File: src/rtl/uart_rx_16bit.sv
// uart_rx_16bit: 8N1 UART receiver that pairs consecutive bytes into 16-bit words, low byte first.
// Optional define UART_RX_TIMEOUT_EN: a lone low byte is dropped after TIMEOUT_BITS idle bit periods.
module uart_rx_16bit #(
   parameter int CLK_FREQ     = 50000000,
   parameter int UART_BPS     = 115200,
   parameter int TIMEOUT_BITS = 20
) (
   input  logic        sys_clk,
   input  logic        sys_rst_n,
   input  logic        uart_rxd,
   output logic        word_valid,
   output logic [15:0] word_data,
   output logic        frame_err,
   output logic        rx_busy
);
   localparam int BPS_CNT = CLK_FREQ / UART_BPS;
   localparam int CW      = (BPS_CNT > 2) ? $clog2(BPS_CNT) : 1;
   localparam logic [CW-1:0] BIT_END  = CW'(BPS_CNT - 1);
   localparam logic [CW-1:0] HALF_END = CW'(BPS_CNT / 2 - 1);

   typedef enum logic [1:0] {IDLE, START, DATA, STOP} state_t;
   state_t state, next_state;

   logic          rxd_s1, rxd_s2, rxd_s3;
   logic          rxd_fall;
   logic [CW-1:0] clk_cnt;
   logic [2:0]    bit_cnt;
   logic [7:0]    shift_reg;
   logic [7:0]    low_byte;
   logic          hi_next;
   logic          byte_done;
   logic          stop_bit;
   logic          half_hit;
   logic          bit_hit;
   logic          timeout_hit;

   // Synchronise the async line; the third stage gives a falling-edge detect
   always_ff @(posedge sys_clk or negedge sys_rst_n) begin
      if (!sys_rst_n) begin
         rxd_s1 <= 1'b1;
         rxd_s2 <= 1'b1;
         rxd_s3 <= 1'b1;
      end else begin
         rxd_s1 <= uart_rxd;
         rxd_s2 <= rxd_s1;
         rxd_s3 <= rxd_s2;
      end
   end

   assign rxd_fall = rxd_s3 & ~rxd_s2;
   assign half_hit = (clk_cnt == HALF_END);
   assign bit_hit  = (clk_cnt == BIT_END);

   always_ff @(posedge sys_clk or negedge sys_rst_n) begin
      if (!sys_rst_n) state <= IDLE;
      else            state <= next_state;
   end

   always_comb begin
      next_state = state;
      case (state)
         IDLE:  if (rxd_fall) next_state = START;
         START: if (half_hit) next_state = rxd_s2 ? IDLE : DATA;
         DATA:  if (bit_hit && bit_cnt == 3'd7) next_state = STOP;
         STOP:  if (bit_hit) next_state = IDLE;
         default: next_state = IDLE;
      endcase
   end

   always_comb begin
      rx_busy = (state != IDLE);
   end

   // START counts to mid-start, so every later BPS_CNT wrap lands mid-bit
   always_ff @(posedge sys_clk or negedge sys_rst_n) begin
      if (!sys_rst_n) begin
         clk_cnt   <= '0;
         bit_cnt   <= 3'd0;
         shift_reg <= 8'd0;
      end else begin
         case (state)
            START: begin
               clk_cnt <= half_hit ? '0 : clk_cnt + 1'b1;
               bit_cnt <= 3'd0;
            end
            DATA: begin
               if (bit_hit) begin
                  clk_cnt            <= '0;
                  shift_reg[bit_cnt] <= rxd_s2;
                  bit_cnt            <= bit_cnt + 3'd1;
               end else begin
                  clk_cnt <= clk_cnt + 1'b1;
               end
            end
            STOP: clk_cnt <= bit_hit ? '0 : clk_cnt + 1'b1;
            default: begin
               clk_cnt <= '0;
               bit_cnt <= 3'd0;
            end
         endcase
      end
   end

   always_ff @(posedge sys_clk or negedge sys_rst_n) begin
      if (!sys_rst_n) begin
         byte_done <= 1'b0;
         stop_bit  <= 1'b1;
      end else begin
         byte_done <= (state == STOP) && bit_hit;
         stop_bit  <= rxd_s2;
      end
   end

   // Pairing acts one edge after the stop sample; a bad stop realigns to a low byte
   always_ff @(posedge sys_clk or negedge sys_rst_n) begin
      if (!sys_rst_n) begin
         word_valid <= 1'b0;
         word_data  <= 16'd0;
         frame_err  <= 1'b0;
         low_byte   <= 8'd0;
         hi_next    <= 1'b0;
      end else begin
         word_valid <= 1'b0;
         frame_err  <= 1'b0;
         if (byte_done) begin
            if (!stop_bit) begin
               frame_err <= 1'b1;
               hi_next   <= 1'b0;
            end else if (hi_next) begin
               word_data  <= {shift_reg, low_byte};
               word_valid <= 1'b1;
               hi_next    <= 1'b0;
            end else begin
               low_byte <= shift_reg;
               hi_next  <= 1'b1;
            end
         end else if (timeout_hit) begin
            low_byte <= 8'd0;
            hi_next  <= 1'b0;
         end
      end
   end

`ifdef UART_RX_TIMEOUT_EN
   localparam int TO_LIMIT = TIMEOUT_BITS * BPS_CNT;
   localparam int TW       = $clog2(TO_LIMIT + 1);
   localparam logic [TW-1:0] TO_END = TW'(TO_LIMIT - 1);

   logic [TW-1:0] idle_cnt;

   always_ff @(posedge sys_clk or negedge sys_rst_n) begin
      if (!sys_rst_n) begin
         idle_cnt <= '0;
      end else if (state != IDLE || !hi_next || rxd_fall) begin
         idle_cnt <= '0;
      end else if (!timeout_hit) begin
         idle_cnt <= idle_cnt + 1'b1;
      end
   end

   assign timeout_hit = (state == IDLE) && hi_next && !rxd_fall && (idle_cnt == TO_END);
`else
   // Without the timeout a lone low byte waits forever; the term only keeps the parameter referenced
   assign timeout_hit = 1'b0 & (TIMEOUT_BITS < 0);
`endif

endmodule
File: config.mk
export PLATFORM = sky130hd
export DESIGN_NAME = uart_rx_16bit
export DESIGN_NICKNAME = d
export VERILOG_FILES = /design/src/rtl/uart_rx_16bit.sv
export SDC_FILE = /design/constraint.sdc
export NUM_CORES = 1
export LEC_CHECK = 0
export ABC_AREA = 1
export ABC_CLOCK_PERIOD_IN_PS = 1650
export CAP_MARGIN = 10
export CORE_MARGIN = 4
export CORE_UTILIZATION = 44
export DETAILED_ROUTE_END_ITERATION = 12
export GPL_TIMING_DRIVEN = 1
export PLACE_DENSITY = 0.65
export SETUP_SLACK_MARGIN = 0.3
export SLEW_MARGIN = 20
export SYNTH_ARGS = -nofsm -noshare
export SYNTH_HDL_FRONTEND = slang
export SYNTH_SLANG_ARGS = --single-unit
File: constraint.sdc
create_clock -name sys_clk -period 1.65 [get_ports sys_clk]
set_input_delay 0.2475 -clock sys_clk [delete_from_list [all_inputs] [get_ports sys_clk]]
set_output_delay 0.2475 -clock sys_clk [all_outputs]
set_load 0.005 [all_outputs]
### Word level (Yosys, flattened, before mapping)

Index checks and enable logic that the tools add are counted.
Widths: inputs -> output; s select.

* divide/modulo/power cells: 0
* multiply operators: 0
* shift operators: 0
* equality and inequality tests: 11
* reductions and logical operators: 11
* $add $sub $neg: 2
* multiplexer cells: 21
* order comparisons: 2
* bitwise operators: 4

Operators with widths (number)
* $mux 9: 2
* $pmux 9 s2: 1
* $mux 2: 5
* $ne 2x2->1 const B: 5
* $add 9x1->9 const B: 1
* $eq 9x8->1 const B: 1
* $eq 9x9->1 const B: 1
* $bwmux 8: 1
* $mux 1: 8
* $pmux 2 s4: 1
* $pmux 3 s2: 1
* $reduce_and 3->1: 2
* $eq 2x2->1 const B: 2
* $lt 3x4->1 const B: 1
* $reduce_and 2->1: 2
* $reduce_and 4->1: 1
* $add 3x1->3 const B: 1
* $demux 1 s3: 1
* $eq 3x3->1 const B: 1
* $ge 3x1->1 const B: 1
* $logic_and 1x1->1: 3
* $mux 3: 1
* $not 1->1: 3
* $eq 2x1->1 const B: 1
* other kinds (4): 4

* memory bits (writable): 0
* output and inout bits: 19
* input port bits: 3
* ROM bits: 0
* flip-flop bits (word level): 53
* bits in latches: 0
* logic and storage cells: 64
* memories kept: 0

### Logic depth before layout (Yosys ltp)

* word-level depth: 5
* gate-level depth with buffers: 10
* depth with buffers taken out: 10

### Worst setup path after synthesis

No wires, ideal clock.

* path kind: flip-flop to flip-flop
* start: register stop_bit
* end: register word_data[10]
* required time: 1.533 ns
* cell stages (with the launch flop): 7
* path buffers: 1
* path slack: 0.285 ns
* period minus slack after synthesis: 1.365 ns
* library setup time: 0.117 ns
* arrival: 1.248 ns
* cells stage by stage: dfstp_2 inv_2 nor3_4 inv_4 buf_6 nand2_1 o21ai_2

* longest elaborated chain between the ends: 1

Ends and longest elaborated chain
* start: declaration: RTL line 32 `logic stop_bit;`
* start signal: assignment: RTL line 110 `stop_bit <= rxd_s2;`
* $reduce_and 3->1 (no line)
* end signal: assignment: RTL line 130 `word_data <= {shift_reg, low_byte};`
* end: declaration: RTL line 12 `output logic [15:0] word_data,`

Every way passes these cells.
A chain may end at the register's enable or synchronous reset.

### Worst setup path in the final report

* start: register clk_cnt[2]
* end: register shift_reg[5]

* longest elaborated chain between the ends: 2

Ends and longest elaborated chain
* start: declaration: RTL line 26 `logic [CW-1:0] clk_cnt;`
* start signal: assignment: RTL line 83 `clk_cnt <= half_hit ? '0 : clk_cnt + 1'b1;`
* start signal: assignment: RTL line 92 `clk_cnt <= clk_cnt + 1'b1;`
* start signal: assignment: RTL line 95 `STOP: clk_cnt <= bit_hit ? '0 : clk_cnt + 1'b1;`
* $eq 9x9->1: RTL line 52 `assign bit_hit = (clk_cnt == BIT_END);`
* $reduce_and 2->1 (no line)
* end signal: indexed assignment: RTL line 89 `shift_reg[bit_cnt] <= rxd_s2;`
* end: declaration: RTL line 28 `logic [7:0] shift_reg;`

Every way passes these cells.

==> summary.md <==
| Metric | Value |
|---|---|
| Outcome | finished clean |
| Total CTS buffers | 5 |
| Overall Power | ~3.0 mW |
| Share of layout cells above drive strength 1 | 0.258 |
| Yosys warnings | 0 |
| Most common cell after layout, fill and taps aside | nand2_1 |
| Clk_skew | 8.71 ps |
| Slack of the critical path | between 80 and 90 ps |
| Design Area, Final | between 2000 and 3000 µm² |
| Clock slew at reported path FFs | ~90 ps |
| Drt drc | 0 |
| Starting Density | 0.467 |
| Antenna violations before repair | 0 |
| Chip height | 79.8 µm |
| DP Cell Count | between 300 and 400 |
| Post-synthesis compound-gate area fraction | 0.0933 |
| Largest family of logic cells by synthesized area | simple AND/OR/NAND/NOR gates |
| Hold Slack | about 340 ps |
| Site Rows | 25 |
| Xor and xnor fraction of the mapped netlist area | 0.0155 |
| HP Class | in -> reg |
| Core ar. | a little under 5000 µm² |
| GRT Total Usage | 0.143 |
| Maxcap violations | 0 |
| Mapped cell area | 2270 µm² |
| Max reg flops | 16 |
| Crit path launch | clk_cnt[2] |
| CTS H-tree depth | 2 |
| Most frequent cells in the layout | nand2_1 (66), dfrtp_1 (47), inv_1 (28) |
| Simple-gate share of the synthesized area | 0.204 |
| Clock buffer depth | 2 |
| Leakage | around 1.4 nW |
| Synth Area in Adders | 0.0276 |
| Mux share of post-synthesis cell area | 0 |
| CP Data Required Time | roughly 1800 ps |
| Largest net degree at the start of global routing | 25 |
| Maximum fanout along the worst path | 6 |
| Pwr/cell area | approximately 1000 nW/µm² |
| Clk sinks | 53 |
| DRT antenna net count | 0 |
| CP Class | reg -> reg |
| Crit path DAT | between 1500 and 2000 ps |
| Critical R2R Launch | clk_cnt[2] |
| R2R cell count | 9 |
| Root buffer cell | clkbuf_8 |
| Critical Path Source Type | flop |
| Post-Syn Instances | 248 |
| Setup_tns | 0 ps |
| Pre-CTS setup slack | about 170 ps |
| Avg Inst Size Synth | just over 9 µm² |
| RSZ-0062 raised after global routing | yes |
| Placement Cell Area | about 2600 µm² |
| Input/output buffers | 21 |
| Yosys reg bits | 53 |
| First-pass GRT wire length | 7110 µm |
| Tcrit/Tclk final | 0.946 |
| Via/cell ratio | around 4.7 |
| Initial DRC count | ~70 |
| Num ports | 22 |
| 1st-pass router iterations | 4 |
| Synth Net Count | about 260 |
| Antenna diodes | 0 |
| Routability cong. | between 0.8 and 0.9 |
| Max Freq | approximately 640 MHz |
| Final Util | 0.606 |
| Post-DP HPWL | ~2800 µm |
| CTS tree | done |
| Drt total wl | between 4000 and 5000 µm |
| Slew Viols, Final | 0 |
| Post-Layout Cell Count | 362 |
| Top flop regs | word_data: 16 flops, clk_cnt: 9 flops |
| Total gr overflow | 0 |
| Final hold vios | 0 |
| Area Overhead vs Synth | 29.7% |
| Number of distinct library cells after synthesis | 23 |
| CP endpoint kind | flop |
| DIE WIDTH | around 80 µm |
| Reg2reg setup slack | approximately 90 ps |
| Final Setup Violations | 0 |
| Max VDD drop | between 0.8 and 0.9 mV |
| Critical R2R Capture | shift_reg[5] |
| Max-slew headroom | 0.740 |
| Nets | 302 |
| Worst-Margin Slew | ~400 ps |
| Die area | roughly 6400 µm² |
| Crit path to | shift_reg[5] |
| Sequential area share after synthesis | 0.587 |
| Minimum clock period | around 1600 ps |
| Via count | ~1700 |
| Skew-Pair Late Insertion Delay | 310 ps |
| Vias in the first global route | between 1500 and 2000 |
| Fill cells | about 410 |
| Reg with most FFs | word_data |
| DR WL/cell | between 10 and 15 µm |
-- power breakdown --
| group | internal (mW) | leakage, nW | switching, mW | total (mW) |
|---|---|---|---|---|
| Sequential | 1.36 | 0.721 | 0.0696 | 1.43 |
| Clock | 0.493 | 0.0574 | 0.420 | 0.913 |
| Combinational | 0.270 | 0.662 | 0.416 | 0.687 |
| Total | 2.13 | 1.44 | 0.906 | 3.03 |
-- worst min path at each step --
stage          depth (start not counted)                          to       from  slack [ps]
3_5_place_dp                           1                word_data[2]  sys_rst_n         190
5_1_grt                                1                      rxd_s1   uart_rxd         330
4_1_cts                                1                      rxd_s1   uart_rxd         330
2_1_floorplan                          0  asynchronous set/reset pin  sys_rst_n         -50
3_3_place_gp                           1                word_data[2]  sys_rst_n         190
6_report                               1                      rxd_s1   uart_rxd         340
-- synth_stat cells, drive strengths merged --
cell type,instances,area [µm²]
nand2,74,280
dfrtp,50,1250
buf,3,33.8
clkbuf,1,3.75
nor3,3,26.3
xnor2,1,8.76
nand4,2,12.5
a31oi,1,6.26
ha,5,62.6
inv,33,126
nand3,11,55.1
dfstp,3,78.8
a21oi,2,10.0
o21ai,33,195
xor2,3,26.3
nor2,23,88.8
-- worst max-delay path: stages (launching register included) --
cell,delay [ps]
dfrtp_1,450
inv_1,110
nand2_1,60
nor2_1,160
nand2_2,140
nor2_4,150
buf_6,150
nand3_1,100
nand2_1,70
o21ai_1,50
-- final cells by class --
cell class,count,area [µm²],share of cell area
Multi-Input combinational cell,158,906,0.308
Sequential cell,53,1330,0.454
Timing Repair Buffer,43,365,0.124
Clock inverter,2,37.5,0.0128
Clock buffer,6,82.6,0.0281
Inverter,33,129,0.0439
Tap cell,67,83.8,0.0285
-- logic make-up after synthesis --
kind of cell / after synthesis
adders and majority gates: 5
AOI/OAI and AO/OA: 36
DFF: 53
and+or+nand+nor: 113
buffers and inverters: 37
xor gates and xnor gates: 4
-- per-layer routing --
layer | GRT usage | vias to the layer above | part of all wire | routed length, µm
met4 | 0.0608 | 0 | 0.016 | 72
li1 | - | 866 | - | -
met3 | 0.0305 | 6 | 0.043 | 192
met1 | 0.191 | 783 | 0.46 | 2020
met5 | 0 | - | 0 | 0
met2 | 0.225 | 39 | 0.48 | 2130
-- timing repair --
item	4_1_cts	5_1_grt
buffers inserted	12	3
hold endpoints to repair	14	0
cloned	1	0
endpoints found under the setup margin	41	23
pin swaps	1	10
resized for setup	35	29
hold buffers	1	0
Power figures use the tool's default switching activity.
